### src/rtl/note_classifier.sv
// Tuner classification stage: nearest open-string search over a 6-entry table with one subtractor.
// Optional NOTE_AVG_EN adds a 4-sample moving average ahead of the scan.
module note_classifier #(
  parameter int unsigned TOL         = 5,
  parameter int unsigned MIN_FREQ    = 600,
  parameter int unsigned MAX_FREQ    = 4000,
  parameter int unsigned TIMEOUT_CYC = 1024000
) (
  input  logic        clk,
  input  logic        rst_n,
  input  logic        freq_valid,
  input  logic [13:0] freq_x10,
  output logic        busy,
  output logic        result_valid,
  output logic [9:0]  deviation,
  output logic [2:0]  note,
  output logic [2:0]  status
);

  localparam int unsigned CntW = $clog2(TIMEOUT_CYC + 1);
  localparam logic [CntW-1:0] CntMax = CntW'(TIMEOUT_CYC);
  localparam logic signed [14:0] TolS = 15'(TOL);

`ifdef NOTE_AVG_EN
  typedef enum logic [1:0] {StIdle, StAvg, StScan, StResult} state_e;
`else
  typedef enum logic [1:0] {StIdle, StScan, StResult} state_e;
`endif

  state_e            state_q, state_d;
  logic [13:0]       sample_q, sample_d;
  logic [2:0]        idx_q, idx_d;
  logic [2:0]        best_idx_q, best_idx_d;
  logic [14:0]       best_diff_q, best_diff_d;
  logic              oor_q, oor_d;
  logic [9:0]        dev_q, dev_d;
  logic [2:0]        note_q, note_d;
  logic [2:0]        status_q, status_d;
  logic              valid_q, valid_d;
  logic [CntW-1:0]   cnt_q, cnt_d;

  logic [2:0]        tgt_sel;
  logic [13:0]       tgt;
  logic signed [14:0] delta;
  logic [14:0]       abs_diff;
  logic signed [9:0] dev_clamp;
  logic              in_range;
  logic              timeout_hit;

`ifdef NOTE_AVG_EN
  logic [13:0] buf_q [4];
  logic [13:0] buf_d [4];
  logic [2:0]  fill_q, fill_d;
  logic [15:0] sum;
`endif

  function automatic logic [13:0] target(input logic [2:0] i);
    case (i)
      3'd0:    target = 14'd824;
      3'd1:    target = 14'd1100;
      3'd2:    target = 14'd1468;
      3'd3:    target = 14'd1960;
      3'd4:    target = 14'd2469;
      default: target = 14'd3296;
    endcase
  endfunction

  // The scan and the final deviation share one subtractor.
  always_comb begin
    tgt_sel  = (state_q == StResult) ? best_idx_q : idx_q;
    tgt      = target(tgt_sel);
    delta    = $signed({1'b0, sample_q}) - $signed({1'b0, tgt});
    abs_diff = delta[14] ? $unsigned(-delta) : $unsigned(delta);
    if (delta > 15'sd511) begin
      dev_clamp = 10'sd511;
    end else if (delta < -15'sd511) begin
      dev_clamp = -10'sd511;
    end else begin
      dev_clamp = delta[9:0];
    end
    in_range = (freq_x10 >= 14'(MIN_FREQ)) && (freq_x10 <= 14'(MAX_FREQ));
  end

  always_comb begin
    state_d     = state_q;
    sample_d    = sample_q;
    idx_d       = idx_q;
    best_idx_d  = best_idx_q;
    best_diff_d = best_diff_q;
    oor_d       = oor_q;
    dev_d       = dev_q;
    note_d      = note_q;
    status_d    = status_q;
    valid_d     = 1'b0;
    cnt_d       = (cnt_q == CntMax) ? cnt_q : cnt_q + 1'b1;
`ifdef NOTE_AVG_EN
    buf_d  = buf_q;
    fill_d = fill_q;
    sum    = 16'(buf_q[0]) + 16'(buf_q[1]) + 16'(buf_q[2]) + 16'(buf_q[3]);
`endif

    // A result in the same cycle wins over the timeout blanking.
    timeout_hit = (cnt_q != CntMax) && (cnt_d == CntMax) && (state_q != StResult);
    if (timeout_hit) begin
      dev_d    = '0;
      note_d   = 3'd7;
      status_d = 3'd0;
`ifdef NOTE_AVG_EN
      fill_d   = '0;
`endif
    end

    unique case (state_q)
      StIdle: begin
        if (freq_valid) begin
          sample_d    = freq_x10;
          idx_d       = '0;
          best_idx_d  = '0;
          best_diff_d = '1;
          oor_d       = !in_range;
          if (!in_range) begin
            state_d = StResult;
`ifdef NOTE_AVG_EN
            fill_d  = '0;
`endif
          end else begin
`ifdef NOTE_AVG_EN
            buf_d[0] = freq_x10;
            buf_d[1] = buf_q[0];
            buf_d[2] = buf_q[1];
            buf_d[3] = buf_q[2];
            fill_d   = (fill_q == 3'd4) ? fill_q : fill_q + 3'd1;
            state_d  = StAvg;
`else
            state_d  = StScan;
`endif
          end
        end
      end
`ifdef NOTE_AVG_EN
      StAvg: begin
        if (fill_q == 3'd4) begin
          sample_d = sum[15:2];
        end
        state_d = StScan;
      end
`endif
      StScan: begin
        // Strict compare keeps the lower index on a tie.
        if (abs_diff < best_diff_q) begin
          best_diff_d = abs_diff;
          best_idx_d  = idx_q;
        end
        idx_d = idx_q + 3'd1;
        if (idx_q == 3'd5) begin
          state_d = StResult;
        end
      end
      StResult: begin
        valid_d = 1'b1;
        cnt_d   = '0;
        state_d = StIdle;
        if (oor_q) begin
          dev_d    = '0;
          note_d   = 3'd7;
          status_d = 3'd0;
        end else begin
          dev_d  = dev_clamp;
          note_d = best_idx_q;
          if (delta < -TolS) begin
            status_d = 3'd1;
          end else if (delta > TolS) begin
            status_d = 3'd3;
          end else begin
            status_d = 3'd2;
          end
        end
      end
      default: state_d = StIdle;
    endcase
  end

  always_ff @(posedge clk) begin
    if (!rst_n) begin
      state_q     <= StIdle;
      sample_q    <= '0;
      idx_q       <= '0;
      best_idx_q  <= '0;
      best_diff_q <= '1;
      oor_q       <= 1'b0;
      dev_q       <= '0;
      note_q      <= 3'd7;
      status_q    <= 3'd0;
      valid_q     <= 1'b0;
      cnt_q       <= '0;
`ifdef NOTE_AVG_EN
      buf_q       <= '{default: '0};
      fill_q      <= '0;
`endif
    end else begin
      state_q     <= state_d;
      sample_q    <= sample_d;
      idx_q       <= idx_d;
      best_idx_q  <= best_idx_d;
      best_diff_q <= best_diff_d;
      oor_q       <= oor_d;
      dev_q       <= dev_d;
      note_q      <= note_d;
      status_q    <= status_d;
      valid_q     <= valid_d;
      cnt_q       <= cnt_d;
`ifdef NOTE_AVG_EN
      buf_q       <= buf_d;
      fill_q      <= fill_d;
`endif
    end
  end

  assign busy         = (state_q != StIdle);
  assign result_valid = valid_q;
  assign deviation    = dev_q;
  assign note         = note_q;
  assign status       = status_q;

endmodule

### config.mk
export PLATFORM = sky130hd
export DESIGN_NAME = note_classifier
export DESIGN_NICKNAME = d
export VERILOG_FILES = /design/src/rtl/note_classifier.sv
export SDC_FILE = /design/constraint.sdc
export NUM_CORES = 1
export LEC_CHECK = 0
export CAP_MARGIN = 20
export CORE_AREA = 2 2 94 96
export DETAILED_ROUTE_END_ITERATION = 10
export DIE_AREA = 0 0 96 98
export HOLD_SLACK_MARGIN = 0.1
export PLACE_DENSITY = 0.87
export RECOVER_POWER = 50
export SKIP_CTS_REPAIR_TIMING = 1
export SLEW_MARGIN = 20
export SYNTH_ARGS = -nofsm -noshare
export SYNTH_HDL_FRONTEND = slang
export SYNTH_SLANG_ARGS = --single-unit
### constraint.sdc
create_clock -name clk -period 6.1 [get_ports clk]
set_input_delay 1.22 -clock clk [delete_from_list [all_inputs] [get_ports clk]]
set_output_delay 1.22 -clock clk [all_outputs]
set_load 0.01 [all_outputs]
==> flow_summary.ini, run 1 <==
[status]
outcome = finished clean

[placed_design]
dpl.cell_count = 721
dp_hpwl_um = 9100
place_congestion = 0.925
port_buffers = 33

[timing]
finalMaxSlewViolations = 0
post-route-period-util_pct = 93.1
grt_setup_unrepaired = false
hold_viol = 0
fin_hold_ws_ns = 0.457
fmax_mhz = 176
min_period_ns = 5.68
max_slew_margin_pct = 21.3
finalSetupViolations = 0
worstMarginPinSlew_ns = 1.18
fin_tns_setup_ns = 0
skew_ns = 0.0110

[synthesis]
yosysSeqAreaShare_pct = 29.9
synth-async-reset-ratio_pct = 0
syn_area_per_cell_um2 = 8.25
synth_most_common_cell = nand2_1
synthFlopType = dfxtp_1
synth-seq-cells = 74
synth_area_leaders = dfxtp_1, ha_1, nand2_1
yosys.area.top_type = dfxtp_1
synth_cells = 601
yosysWarnings = 0
synthesis.area_mm2 = 0.00496
synth_edf_count = 0
netlist_top_cells_count = nand2_1, dfxtp_1, nor2_1, a21oi_1, ha_1
synth_top_area_share_pct = 29.9
ys_types = 80

[grt]
grt_pass1_wl_um = 20300
track_usage_pct = 26.9
grt_pass1_vias = 4417
grt_max_degree = 28
globalRouteOverflowTotal = 0
antenna_found_initial = 0

[floorplanning]
core_area_mm2 = 0.00847
fp-row-count = 34
die_area_mm2 = 0.00941
top_level_ports = 35
start_util_pct = 58.6
die_y_um = 98
die-width_um = 96

[drt]
wl_um = 12100
drt_iter0_drc = 200
drtPass1Iterations = 5
drcViolationCount = 0
ant_nets = 0
wl_per_cell_um = 16.5
vias_per_cell = 6.19
num_vias = 4563

[cts]
cts_tree = done
cts-root-buf = clkbuf_8
ctsLongestPathBuffers = 2
numCtsBuffers = 9
htreeDepth = 3
clk_latency_ns = 0.36
cts.clk_slew.worst_paths_ns = 0.08
clock-sinks = 74

[layout]
nFillCells = 711
finalNonFillerCells = 737
finalNetCount = 674
area_delta_synth_final_pct = 11.8
antennaDiodeCount = 0
drive_gt1_share_pct = 9.06

[critical_path]
path_cells = nand2b_1 -> mux2_2 -> clkinv_1 -> xnor2_1 -> o21a_1 -> o21ai_0 -> ha_1 -> o211ai_1 -> o21ai_2 -> xor2_2 -> or4_1 -> or3_4 -> nor3_4 -> or3_1 -> nand2_1 -> ha_1 -> nand4_1 -> a211oi_1 -> o41ai_1 -> o211a_1 -> or3_1 -> a21o_1
crit_buf_inv = 1
crit_required_ns = 6.35
crit_path_max_incr_delay_ns = 0.57
cp_max_fo = 9
cp-end-kind = register
slowest_stage = or4_1
path_delay_family = simple AND/OR/NAND/NOR gates
crit_arrival_ns = 5.93
r2r_setup_slack_ns = 0.42
path_class = reg2reg
worstSetupStartpointType = register

[power]
power.density_mw_per_mm2 = 220
ir_worst_vdd_mv = 0.153
cellLeakagePower_nw = 2.40
p_total_w = 0.00122

[worst_hold_path]
hp-class = reg2reg

[run]
maxCapViolations = 0
## layout by cell type (no fill, tap or decap), types with 12 or more instances in the layout
master	synthesis	layout
xor2_1	18	18
nor2_1	57	56
nor3_1	12	12
dlygate4sd3_1	0	17
dfxtp_1	74	74
a21oi_1	40	40
inv_1	27	27
clkdlybuf4s50_1	0	16
nand3_1	23	23
ha_1	33	33
xnor2_1	28	28
nand2_1	75	75
o21ai_0	13	13
## where the power goes
| group | leakage, nW | switching, W | internal [W] |
|---|---|---|---|
| clock | 0.0919 | 0.000196 | 0.000171 |
| sequential | 0.602 | 0.0000155 | 0.000503 |
| combinational | 1.71 | 0.000203 | 0.000132 |
## path summary, 6_finish.rpt
kind | startpoint | to | depth (start not counted)
setup reg to reg | state_q[1] | best_diff_q[0] | 22
setup / recovery | state_q[1] | best_diff_q[0] | 22
hold reg to reg | deviation[9] | deviation[9] | 1
hold / removal | deviation[9] | deviation[9] | 1
## layout make-up
class | instances | area, um^2 | area share [%]
clock buffers | 11 | 151 | 2.73
repair buffers | 39 | 372 | 6.70
well taps | 108 | 135 | 2.44
flip-flops and latches | 74 | 1480 | 26.7
clock inverters | 5 | 37.5 | 0.677
multi-input cells | 471 | 3260 | 58.8
inverters | 29 | 109 | 1.96
## flip-flops by register name, summed over array words and instances, names as in the netlist, 2 cells and up
name         flops
cnt_q           20
note             3
deviation       10
best_idx_q       3
status           2
state_q          2
sample_q        14
best_diff_q     15
idx_q            3
## per-stage QoR
stage	setup slack (ns)	area, um^2	util [%]
2_1_floorplan	0.900	4960	-
3_3_place_gp	0.518	5350	63.2
3_5_place_dp	0.327	5350	63.2
4_1_cts	0.309	5540	65.4
5_1_grt	0.0387	5540	65.5
6_report	0.422	5540	65.5
## routing by layer
metal,vias up,wire length [um],GRT usage (%)
li1,2186,-,-
met1,2155,5300,34.9
met2,192,5730,43.9
met3,30,798,4.32
met4,0,300,11.1
met5,-,0,0
## cell families after synthesis
family,after synthesis,share of synthesized area [%]
other cells,1,0.0756
fa+ha+maj,33,8.32
xor+xnor,48,8.78
compound gates,136,20.4
simple gates,241,25.4
flops,74,29.9
buf+inv,57,4.87
mux,11,2.27
No activity file was read; power rests on OpenSTA's default activity.
==> run 2, diff against run 1 <==
--- a/config.mk
+++ b/config.mk
@@ -12,6 +12,7 @@
 export HOLD_SLACK_MARGIN = 0.1
 export PLACE_DENSITY = 0.87
 export RECOVER_POWER = 50
+export SETUP_SLACK_MARGIN = 0.15
 export SKIP_CTS_REPAIR_TIMING = 1
 export SLEW_MARGIN = 20
 export SYNTH_ARGS = -nofsm -noshare
==> flow_summary.ini, run 2 (synthesis gave the netlist of run 1 again) <==
[drt]
vias_per_cell = 6.21
drt_iter0_drc = 205
wl_per_cell_um = 16.7
num_vias = 4580
ant_nets = 0
drtPass1Iterations = 5
drcViolationCount = 0
wl_um = 12300

[critical_path]
path_class = reg2reg
cp-end-kind = register
crit_arrival_ns = 5.97
worstSetupStartpointType = register
crit_required_ns = 6.35
cp_max_fo = 9

[grt]
grt_max_degree = 28
antenna_found_initial = 0
track_usage_pct = 26.9
globalRouteOverflowTotal = 0
grt_pass1_vias = 4417
grt_pass1_wl_um = 20300

[floorplanning]
fp-row-count = 34
top_level_ports = 35
die_area_mm2 = 0.00941
start_util_pct = 58.6
core_area_mm2 = 0.00847
die_y_um = 98
die-width_um = 96

[layout]
drive_gt1_share_pct = 9.54
nFillCells = 710
final_common_cell = nand2_1
final_util_pct = 65.7
finalNonFillerCells = 737
largest_reg_flops = 20
largest-register = cnt_q
final_cell_mix = nand2_1, dfxtp_1, nor2_1, a21oi_1, ha_1
area_delta_synth_final_pct = 12.1
seqCellArea_mm2 = 0.00148
reg.largest.list = cnt_q (20), best_diff_q (15), sample_q (14)
finalNetCount = 674
multi_input_area_mm2 = 0.00328
antennaDiodeCount = 0

[timing]
max_slew_margin_pct = 20.5
fin_tns_setup_ns = 0
skew_ns = 0.0112
grt_setup_unrepaired = false
worstMarginPinSlew_ns = 1.19
hold_viol = 0
finalMaxSlewViolations = 0
finalSetupViolations = 0
min_period_ns = 5.71
post-route-period-util_pct = 93.6
fmax_mhz = 175

[placed_design]
place_congestion = 0.925
dp_hpwl_um = 9100
dpl.cell_count = 721
port_buffers = 33

[cts]
numCtsBuffers = 9
cts.clk_slew.worst_paths_ns = 0.08
htreeDepth = 3
cts-root-buf = clkbuf_8
clock-sinks = 74
cts_tree = done
ctsLongestPathBuffers = 2
clk_latency_ns = 0.37

[power]
power.density_mw_per_mm2 = 220
cellLeakagePower_nw = 2.41
ir_worst_vdd_mv = 0.154

[run]
maxCapViolations = 0

[worst_hold_path]
hp-class = reg2reg

[status]
outcome = finished clean
[run 2: metal layers]
metal	up-vias	wire, um	GRT usage, %	part of all wire (%)
met5	-	0	0	0
met4	0	360	11.1	2.9
met3	36	708	4.32	5.7
met2	182	5850	43.9	47
met1	2175	5400	34.9	44
li1	2187	-	-	-
[run 2: through the flow]
step                area, um^2  power (W)  setup WS [ns]  hold slack [ns]
finish                    5560    0.00123          0.388            0.456
global route              5560    0.00128          0.123            0.481
CTS                       5540    0.00122          0.309            0.461
detailed placement        5350   0.000859          0.327            0.450
global placement          5350   0.000850          0.518            0.444
floorplan                 4960   0.000760          0.900            0.426
[run 2: path summary, 6_finish.rpt]
check	depth (start not counted)	slack, ns	endpoint	from
setup / recovery	22	0.39	best_diff_q[0]	state_q[0]
hold / removal	1	0.46	deviation[9]	deviation[9]
setup reg to reg	22	0.39	best_diff_q[0]	state_q[0]
hold reg to reg	1	0.46	deviation[9]	deviation[9]
[run 2: power by group]
| group | switching [W] | leakage [nW] | total [W] | internal, W |
|---|---|---|---|---|
| clock network | 0.000197 | 0.0919 | 0.000368 | 0.000171 |
| logic | 0.000205 | 1.72 | 0.000338 | 0.000133 |
| registers | 0.0000157 | 0.602 | 0.000519 | 0.000503 |
[run 2: area by class of cell]
class / instances / area share, %
Sequential cell: 74 / 26.6
Tap cell: 108 / 2.43
Clock inverter: 5 / 0.675
Clock buffer: 11 / 2.72
Multi-Input combinational cell: 471 / 58.9
Inverter: 29 / 2.02
Timing Repair Buffer: 39 / 6.61
[run 2: critical path, cell delays in order (launching register included)]
cell	delay (ns)
dfxtp_1	0.42
nand2b_1	0.16
mux2_2	0.39
clkinvlp_4	0.15
xnor2_1	0.09
o21a_1	0.18
o21ai_0	0.16
ha_1	0.33
o211ai_1	0.27
o21ai_2	0.13
xor2_2	0.20
or4_1	0.56
or3_4	0.40
nor3_4	0.24
or3_1	0.19
nand2_1	0.07
ha_1	0.29
nand4_1	0.10
a211oi_1	0.27
o41ai_2	0.17
o211a_1	0.25
or3_1	0.38
a21o_1	0.18
==> run 3, diff against run 2 <==
--- a/config.mk
+++ b/config.mk
@@ -6,11 +6,12 @@
 export NUM_CORES = 1
 export LEC_CHECK = 0
 export CAP_MARGIN = 20
-export CORE_AREA = 2 2 94 96
+export CORE_AREA = 2 2 123 125
+export CTS_BUF_LIST = sky130_fd_sc_hd__clkbuf_2
 export DETAILED_ROUTE_END_ITERATION = 10
-export DIE_AREA = 0 0 96 98
+export DIE_AREA = 0 0 125 127
 export HOLD_SLACK_MARGIN = 0.1
-export PLACE_DENSITY = 0.87
+export PLACE_DENSITY = 0.58
 export RECOVER_POWER = 50
 export SETUP_SLACK_MARGIN = 0.15
 export SKIP_CTS_REPAIR_TIMING = 1
==> flow_summary.ini, run 3 (synthesis gave the netlist of run 1 again) <==
[timing]
worstMarginPinSlew_ns = 1.26
layout_setup_ws_ns = 0.597
max_slew_margin_pct = 15.9
finalMaxSlewViolations = 0
post-route-period-util_pct = 90.2
hold_viol = 0
skew_ns = 0.0284
min_period_ns = 5.50
grt_setup_unrepaired = false
finalSetupViolations = 0
fmax_mhz = 182
fin_tns_setup_ns = 0

[critical_path]
r2r_end = best_diff_q[0]
path_class = reg2reg
endpoint = best_diff_q[0]
r2r_setup_slack_ns = 0.60
startpoint = state_q[0]
r2r_start = state_q[0]
cp-end-kind = register
worstSetupStartpointType = register
ff2ff_path_depth = 22
cp_max_fo = 9
crit_arrival_ns = 6.02
crit_required_ns = 6.62

[power]
p_total_w = 0.00118
cellLeakagePower_nw = 2.36
power.density_mw_per_mm2 = 210
ir_worst_vdd_mv = 0.119

[layout]
nFillCells = 1507
area_delta_synth_final_pct = 13.4
seqCellArea_mm2 = 0.00148
multi_input_area_mm2 = 0.00325
reg.largest.list = cnt_q (20), best_diff_q (15), sample_q (14)
final_common_cell = nand2_1
final_util_pct = 39.0
finalNetCount = 680
final_area_mm2 = 0.00562
largest_reg_flops = 20
drive_gt1_share_pct = 9.92
final_cell_mix = nand2_1, dfxtp_1, nor2_1, a21oi_1, ha_1
largest-register = cnt_q

[cts]
clk_latency_ns = 0.59
htreeDepth = 3
cts.clk_slew.worst_paths_ns = 0.22
numCtsBuffers = 9
clock-sinks = 74
ctsLongestPathBuffers = 2
cts_tree = done
cts-root-buf = clkbuf_2

[floorplanning]
die_area_mm2 = 0.0159
top_level_ports = 35
start_util_pct = 34.4
die-width_um = 125
core_area_mm2 = 0.0144
fp-row-count = 44
die_y_um = 127

[placed_design]
pre_cts_ws_ns = 0.548
place_congestion = 0.899
dp_hpwl_um = 9360
port_buffers = 33
place_area_mm2 = 0.00546

[drt]
drcViolationCount = 0
wl_per_cell_um = 15.1
wl_um = 12400
drtPass1Iterations = 4
num_vias = 4312
vias_per_cell = 5.26
drt_iter0_drc = 207
ant_nets = 0

[status]
outcome = finished clean

[grt]
globalRouteOverflowTotal = 0
grt_use_met2_pct = 24.3
grt_pass1_wl_um = 20800
use_met1_pct = 22.8
track_usage_pct = 16.1
antenna_found_initial = 1
grt_util_met3_pct = 2.43
grt_max_degree = 28
grt_pass1_vias = 4118
busiest_layer = met2

[run]
maxCapViolations = 0

[worst_hold_path]
hp-class = reg2reg
run 3: worst max-delay path, stage by stage (launching register included):
cell and delay (ns):
dfxtp_2 0.40, nand2b_1 0.16, mux2_2 0.29, clkinvlp_4 0.19, xnor2_1 0.16, o21a_1 0.16
o21ai_0 0.16, ha_1 0.32, o211ai_1 0.27, o21ai_2 0.13, xor2_2 0.21, or4_1 0.57
or3_4 0.40, nor3_4 0.24, or3_1 0.18, nand2_1 0.07, ha_1 0.30, nand4_1 0.10
a211oi_1 0.21, o41ai_1 0.14, o211a_1 0.23, or3_1 0.37, a21o_1 0.17
run 3: final cells by class:
class | count | share of cell area [%]
inverter | 29 | 2.00
timing repair buffer | 45 | 7.41
sequential | 74 | 26.4
multi-input combinational | 471 | 57.7
clock inverter | 6 | 1.45
clock buffer | 10 | 0.890
tap | 184 | 4.09
antenna | 1 | 0.0445
run 3: metrics by stage:
stage	instances	hold slack, ns
CTS	815	0.478
global placement	799	0.454
global route	820	0.501
finish	820	0.478
floorplan	602	0.426
detailed placement	799	0.453
run 3: power by group:
| part | total [W] | switching, W | internal (W) |
|---|---|---|---|
| Combinational | 0.000339 | 0.000200 | 0.000139 |
| Sequential | 0.000520 | 0.0000151 | 0.000505 |
| Clock | 0.000320 | 0.000186 | 0.000134 |
run 3: how the worst min path moves through the flow:
| stage | start | endpoint | slack, ns | depth (start not counted) |
|---|---|---|---|---|
| finish | sample_q[7] | sample_q[7] | 0.48 | 2 |
| global route | sample_q[7] | sample_q[7] | 0.50 | 2 |
| CTS | sample_q[7] | sample_q[7] | 0.48 | 2 |
| detailed placement | sample_q[7] | sample_q[7] | 0.45 | 2 |
| global placement | best_diff_q[14] | best_diff_q[14] | 0.45 | 1 |
| floorplan | best_diff_q[14] | best_diff_q[14] | 0.43 | 1 |
run 3: per-layer routing:
layer,share of wire [%],up-vias
met5,0,-
met4,2.0,0
met3,3.1,21
met2,44,81
met1,51,2013
li1,-,2197
